`src/rtl/gpu_pkg.sv`:
```
// gpu_pkg: shared types and constants for the GPU compositor.
// CSR offsets, reset values and the RGB444 colour type.
package gpu_pkg;

  localparam int COLOR_W = 12;

  typedef logic [COLOR_W-1:0] color_t;

  localparam logic [15:0] CSR_BG     = 16'd0;
  localparam logic [15:0] CSR_KEY    = 16'd1;
  localparam logic [15:0] CSR_MASK   = 16'd2;
  localparam logic [15:0] CSR_COMMIT = 16'd3;

  localparam color_t RST_BG  = 12'h8CE;
  localparam color_t RST_KEY = 12'hFFF;

  typedef struct packed {
    color_t bg;
    color_t key;
  } cfg_t;

endpackage

```
`src/rtl/gpu_layer_prio.sv`:
```
// gpu_layer_prio: combinational priority select of layer pixels.
// Lowest enabled, non-keyed layer wins; background otherwise.
module gpu_layer_prio
  import gpu_pkg::*;
#(
  parameter int LAYER_COUNT = 5
) (
  input  logic [LAYER_COUNT*COLOR_W-1:0] pixels,
  input  logic [LAYER_COUNT-1:0]         mask,
  input  color_t                         key,
  input  color_t                         bg,
  output color_t                         color
);

  // walk from lowest priority up so layer 0 overrides last
  always_comb begin
    color = bg;
    for (int i = LAYER_COUNT - 1; i >= 0; i--) begin
      if (mask[i] && (pixels[i*COLOR_W +: COLOR_W] != key))
        color = pixels[i*COLOR_W +: COLOR_W];
    end
  end

endmodule

```
`src/rtl/gpu_compositor.sv`:
```
// gpu_compositor: host write routing, double-buffered CSRs and
// a two-strobe priority compositing pipe with matched syncs.
module gpu_compositor
  import gpu_pkg::*;
#(
  parameter int LAYER_COUNT     = 5,
  parameter int COLOR_WIDTH     = 12,
  parameter int ADDR_WIDTH      = 24,
  parameter int DATA_WIDTH      = 32,
  parameter int LAYER_ADDR_SIZE = 4192,
  parameter int LAYER_AW        = 16
) (
  input  logic                               clk,
  input  logic                               rst,
  input  logic                               pix_en,
  input  logic [ADDR_WIDTH-1:0]              waddr,
  input  logic [DATA_WIDTH-1:0]              wdata,
  input  logic                               wen,
  output logic [LAYER_AW-1:0]                layer_waddr,
  output logic [15:0]                        layer_wdata,
  output logic [LAYER_COUNT-1:0]             layer_wen,
  input  logic [LAYER_COUNT*COLOR_WIDTH-1:0] layer_pixel,
  input  logic                               visible_in,
  input  logic                               hsync_in,
  input  logic                               vsync_in,
  output logic [3:0]                         red,
  output logic [3:0]                         green,
  output logic [3:0]                         blue,
  output logic                               hsync,
  output logic                               vsync,
  output logic [15:0]                        frame_cnt
);

  localparam logic [15:0] LC16 = 16'(LAYER_COUNT);
  localparam logic [15:0] LAS16 = 16'(LAYER_ADDR_SIZE);

  logic [15:0] word, sel, off;
  logic        csr_wr, commit_wr, vs_prev, vs_fall, commit_pend;
  logic        unused;

  cfg_t                   cfg_pend, cfg_act;
  logic [LAYER_COUNT-1:0] mask_pend, mask_act;

  logic [LAYER_COUNT*COLOR_WIDTH-1:0] s1_pix;
  logic   s1_vis, s1_hs, s1_vs;
  color_t prio_color, rgb;

  assign word      = waddr[17:2];
  assign sel       = word / LAS16;
  assign off       = word % LAS16;
  assign csr_wr    = wen && (sel == LC16);
  assign commit_wr = csr_wr && (off == CSR_COMMIT);
  assign vs_fall   = vs_prev && !vsync_in;
  assign unused    = ^{waddr[ADDR_WIDTH-1:18], waddr[1:0],
                       wdata[DATA_WIDTH-1:16]};

  assign red   = rgb[11:8];
  assign green = rgb[7:4];
  assign blue  = rgb[3:0];

  // register layer write strobe, offset and data
  always_ff @(posedge clk) begin
    if (!rst) begin
      layer_wen   <= '0;
      layer_waddr <= '0;
      layer_wdata <= '0;
    end else begin
      for (int i = 0; i < LAYER_COUNT; i++)
        layer_wen[i] <= wen && (sel == 16'(i));
      layer_waddr <= LAYER_AW'(off);
      layer_wdata <= wdata[15:0];
    end
  end

  // pending/active CSR banks, commit on vsync fall
  always_ff @(posedge clk) begin
    if (!rst) begin
      cfg_pend    <= '{bg: RST_BG, key: RST_KEY};
      cfg_act     <= '{bg: RST_BG, key: RST_KEY};
      mask_pend   <= '1;
      mask_act    <= '1;
      commit_pend <= 1'b0;
      frame_cnt   <= '0;
      vs_prev     <= 1'b1;
    end else begin
      vs_prev <= vsync_in;
      if (csr_wr && off == CSR_BG)
        cfg_pend.bg <= wdata[11:0];
      if (csr_wr && off == CSR_KEY)
        cfg_pend.key <= wdata[11:0];
      if (csr_wr && off == CSR_MASK)
        mask_pend <= wdata[LAYER_COUNT-1:0];
      if (vs_fall && commit_pend) begin
        cfg_act     <= cfg_pend;
        mask_act    <= mask_pend;
        frame_cnt   <= frame_cnt + 16'd1;
        commit_pend <= commit_wr;
      end else if (commit_wr) begin
        commit_pend <= 1'b1;
      end
    end
  end

  gpu_layer_prio #(
    .LAYER_COUNT(LAYER_COUNT)
  ) u_prio (
    .pixels(s1_pix),
    .mask  (mask_act),
    .key   (cfg_act.key),
    .bg    (cfg_act.bg),
    .color (prio_color)
  );

  // two-strobe pixel pipe; syncs ride alongside the colour
  always_ff @(posedge clk) begin
    if (!rst) begin
      s1_pix <= '0;
      s1_vis <= 1'b0;
      s1_hs  <= 1'b1;
      s1_vs  <= 1'b1;
      rgb    <= '0;
      hsync  <= 1'b1;
      vsync  <= 1'b1;
    end else if (pix_en) begin
      s1_pix <= layer_pixel;
      s1_vis <= visible_in;
      s1_hs  <= hsync_in;
      s1_vs  <= vsync_in;
      rgb    <= s1_vis ? prio_color : '0;
      hsync  <= s1_hs;
      vsync  <= s1_vs;
    end
  end

endmodule
```
`config.mk`:
```
export PLATFORM = sky130hd
export DESIGN_NAME = gpu_compositor
export DESIGN_NICKNAME = d
export VERILOG_FILES = /design/src/rtl/gpu_pkg.sv /design/src/rtl/gpu_layer_prio.sv /design/src/rtl/gpu_compositor.sv
export SDC_FILE = /design/constraint.sdc
export NUM_CORES = 1
export LEC_CHECK = 0
export BUFFER_PORTS_ARGS = -buffer_cell sky130_fd_sc_hd__buf_4
export CAP_MARGIN = 10
export CORE_MARGIN = 8
export CORE_UTILIZATION = 35
export CTS_CLUSTER_DIAMETER = 150
export DETAILED_ROUTE_END_ITERATION = 10
export PLACE_DENSITY = 0.6
export SLEW_MARGIN = 0
export SYNTH_ARGS = -nofsm -noshare
export SYNTH_HDL_FRONTEND = slang
export SYNTH_SLANG_ARGS = --single-unit
```
`constraint.sdc`:
```
create_clock -name clk -period 4.3 [get_ports clk]
set_input_delay 0.86 -clock clk [delete_from_list [all_inputs] [get_ports clk]]
set_output_delay 0.86 -clock clk [all_outputs]
set_load 0.02 [all_outputs]
```
==> results.cfg <==
[drt]
met3RoutedLength_um = 1165
num_vias = 7607
post-route-drc-count = 0
routed_via_density = 4.818
post_drt_wl_per_cell_um = 16.48
maxUsedRoutingLayer = met4
detail_route.iter0.violations = 416
routed-wl-met2_um = 11860
finalWirelength_um = 26020
wirelength_met1_um = 12390
drtPass1Iterations = 4
detail-route-antenna-nets = 0

[global_routing]
grt_first_pass_wirelength_um = 41410
globalRouteOverflowTotal = 0
via_count_of_the_first_global_routing_pass = 7569
grt_max_degree = 101
antenna_found_initial = 0
grt.total_usage_pct = 15.65

[clock_network]
numClockSinks = 190
ctsRootBufferMaster = clkbuf_16
cts-resized-gates = 0
clk_pin_slew_worst_paths_ps = 70
cts_post_setup_buffers_inserted = 0
cts-buffers-inserted = 17
cts_tree = done
htree_levels = 4
clock_insertion_delay_worst_skew_ps = 420
cts_hold_buffers = 0
clk_buf_depth = 2

[synth]
yosysWarningCount = 0
synth_sequential_area_ratio_pct = 39.95
synth_largest_type_area_fraction_pct = 39.95
syn_avg_cell_area_sq_um = 9.145
synth_top_flop_cell = dfxtp_1
synth_top_cells_by_count = dfxtp_1 (190), mux2i_1 (134), nand2_1 (100), nor2b_1 (98), xnor2_1 (78)
synth-seq-cells = 190
yosys-top-cells-area = dfxtp_1 (40%), mux2i_1 (14%), xnor2_1 (7.2%), nor2b_1 (6.4%), nand2_1 (3.9%)
synthCells = 1041
synth_enable_flop_cells = 0
netlist-cell-type-count = 81
most_common_cell_in_the_synthesized_netlist = dfxtp_1
synth_largest_area_cell = dfxtp_1
post_synth_instance_area_sq_um = 9520
share_of_synthesized_flip_flops_with_an_asynchronous_set_or_reset_pct = 0

[floorplanning]
core-area_sq_um = 26800
num_rows = 60
num_io_pins = 190
horizontal_extent_of_the_die_um = 180.9
die_area_sq_um = 32730
initial_utilization_pct = 35.52
dieHeight_um = 180.9

[worst_setup_path]
crit_buf_inv = 4
crit_path_frequent_cell = buf_4
path_delay_family = simple AND/OR/NAND/NOR gates
max_stage_delay_ps = 600
path_max_fanout = 12
cp_class = in2reg
crit_path_end_kind = flip-flop
critical_path_cell_count = 14
crit_path_cell_trace = buf_4 -> or4_1 -> buf_4 -> o221ai_2 -> nand3b_1 -> or4_1 -> and3b_1 -> nor4_4 -> and3_4 -> nor4b_4 -> buf_4 -> o2111ai_4 -> buf_12 -> mux2i_1
worst_path_max_delay_cell = or4_1
worstPathRequired_ps = 4590
crit_path_start_kind = input pin
critical_path_arrival_ps = 4220
timing.reg2reg.worst_path_depth = 11

[layout]
fin_area_sq_um = 12030
insertedDiodeCount = 0
drive_above_1_share_pct = 24.56
count_of_nets_after_finishing = 1349
syn2layout_area_growth_pct = 26.36
n_fill_cell = 2667

[timing]
finalCritPeriodShare_pct = 91.35
fmax_mhz = 254.6
clock-skew-final_ps = 12.10
final-setup-viol-count = 0
timing_hold_violations_final = 0
tightest_slew_ps = 909.3
period_needed_ps = 3928
worst_slew_margin_rel_pct = 39.38
grt_setup_unrepaired = false
final_max_slew_viol_count = 0

[run]
number_of_maximum_capacitance_violations = 0

[placed_design]
numPortBuffers = 165
finalWeightedCongestion = 0.8742
dpl_cell_area_sq_um = 11450
post-dp-hpwl_um = 19450

[hold_path]
hold_path_class = reg2reg
min_delay_path_depth = 2

[power_and_ir_drop]
ir_worst_vdd_mv = 0.1989
power_density_nw_per_um2 = 335.1
power_leakage_nw = 5.067
fin_total_pwr_mw = 4.031

[run_status]
status = complete, no violations
## worst reg2reg max path: cells and delay by family (launching register included)
kind | cells | cell delay, ps
flops | 1 | 630
mux | 3 | 700
compound gates | 4 | 1020
simple gates | 2 | 300
xor+xnor | 1 | 180
buf+inv | 1 | 290
## final cells by class
class	count	area, sq um	area share [%]
Tap cell	341	426.7	3.547
Multi-Input combinational cell	749	5301	44.07
Timing Repair Buffer	240	1814	15.08
Sequential cell	190	3804	31.62
Inverter	27	101.3	0.8424
Clock buffer	22	484.2	4.025
Clock inverter	10	98.84	0.8216
## stage by stage
stage	hold WS [ps]	instances	setup slack (ps)	TNS [ps]	util, %
after global routing	482.0	1579	142.4	0	44.89
after CTS	465.2	1579	395.0	0	44.89
after global placement	447.6	1547	-24.20	-86.46	42.71
final	463.7	1579	371.8	0	44.89
after floorplan	435.0	1043	11.78	0	-
after detailed placement	453.7	1547	-60.21	-780.9	42.71
## layout by cell type, fill, tap and decap left out, drive strengths merged, types with 36 or more instances in the layout
master / count
a21oi: 36
and2: 51
buf: 240
dfxtp: 190
mux2i: 135
nand2: 100
nand3: 37
nor2: 48
nor2b: 99
xnor2: 78
## per-layer routing
layer,vias to the layer above,GRT usage (%)
li1,3910,-
met1,3512,20.02
met2,149,25.16
met3,36,4.012
met4,0,5.456
met5,-,0
## logic make-up (layout without fill, tap and decap cells)
kind of cell               count (synthesis)  count (layout)  synth area share [%]
AOI/OAI and AO/OA                        121             121                 9.489
xor gates and xnor gates                  84              84                 7.728
muxes                                    138             138                 14.76
and+or+nand+nor                          402             402                 23.17
buffers and inverters                    104             299                 4.731
other                                      1               3               0.03939
DFF                                      190             190                 39.95
adders and majority gates                  1               1                0.1314
## state kept, by name (all words and copies together) (netlist names)
signal	count
s1_vs	1
commit_pend	1
cfg_act	24
s1_hs	1
frame_cnt	16
vsync	1
mask_pend	5
vs_prev	1
s1_pix	60
hsync	1
rgb	12
mask_act	5
cfg_pend	24
s1_vis	1
layer_wen	5
layer_wdata	16
layer_waddr	16
## where the power goes
| group | switching (mW) | internal, mW |
|---|---|---|
| Sequential | 0.0456 | 1.82 |
| Combinational | 0.294 | 0.297 |
| Clock | 0.705 | 0.870 |
| Total | 1.04 | 2.99 |
## worst paths after layout
path / start / end / slack (ps)
hold / removal: cfg_pend[22] / cfg_pend[22] / 460
hold reg to reg: cfg_pend[22] / cfg_pend[22] / 460
setup / recovery: waddr[14] / cfg_pend[2] / 370
setup reg to reg: cfg_act[9] / rgb[11] / 1090
Power figures use the tool's default switching activity.
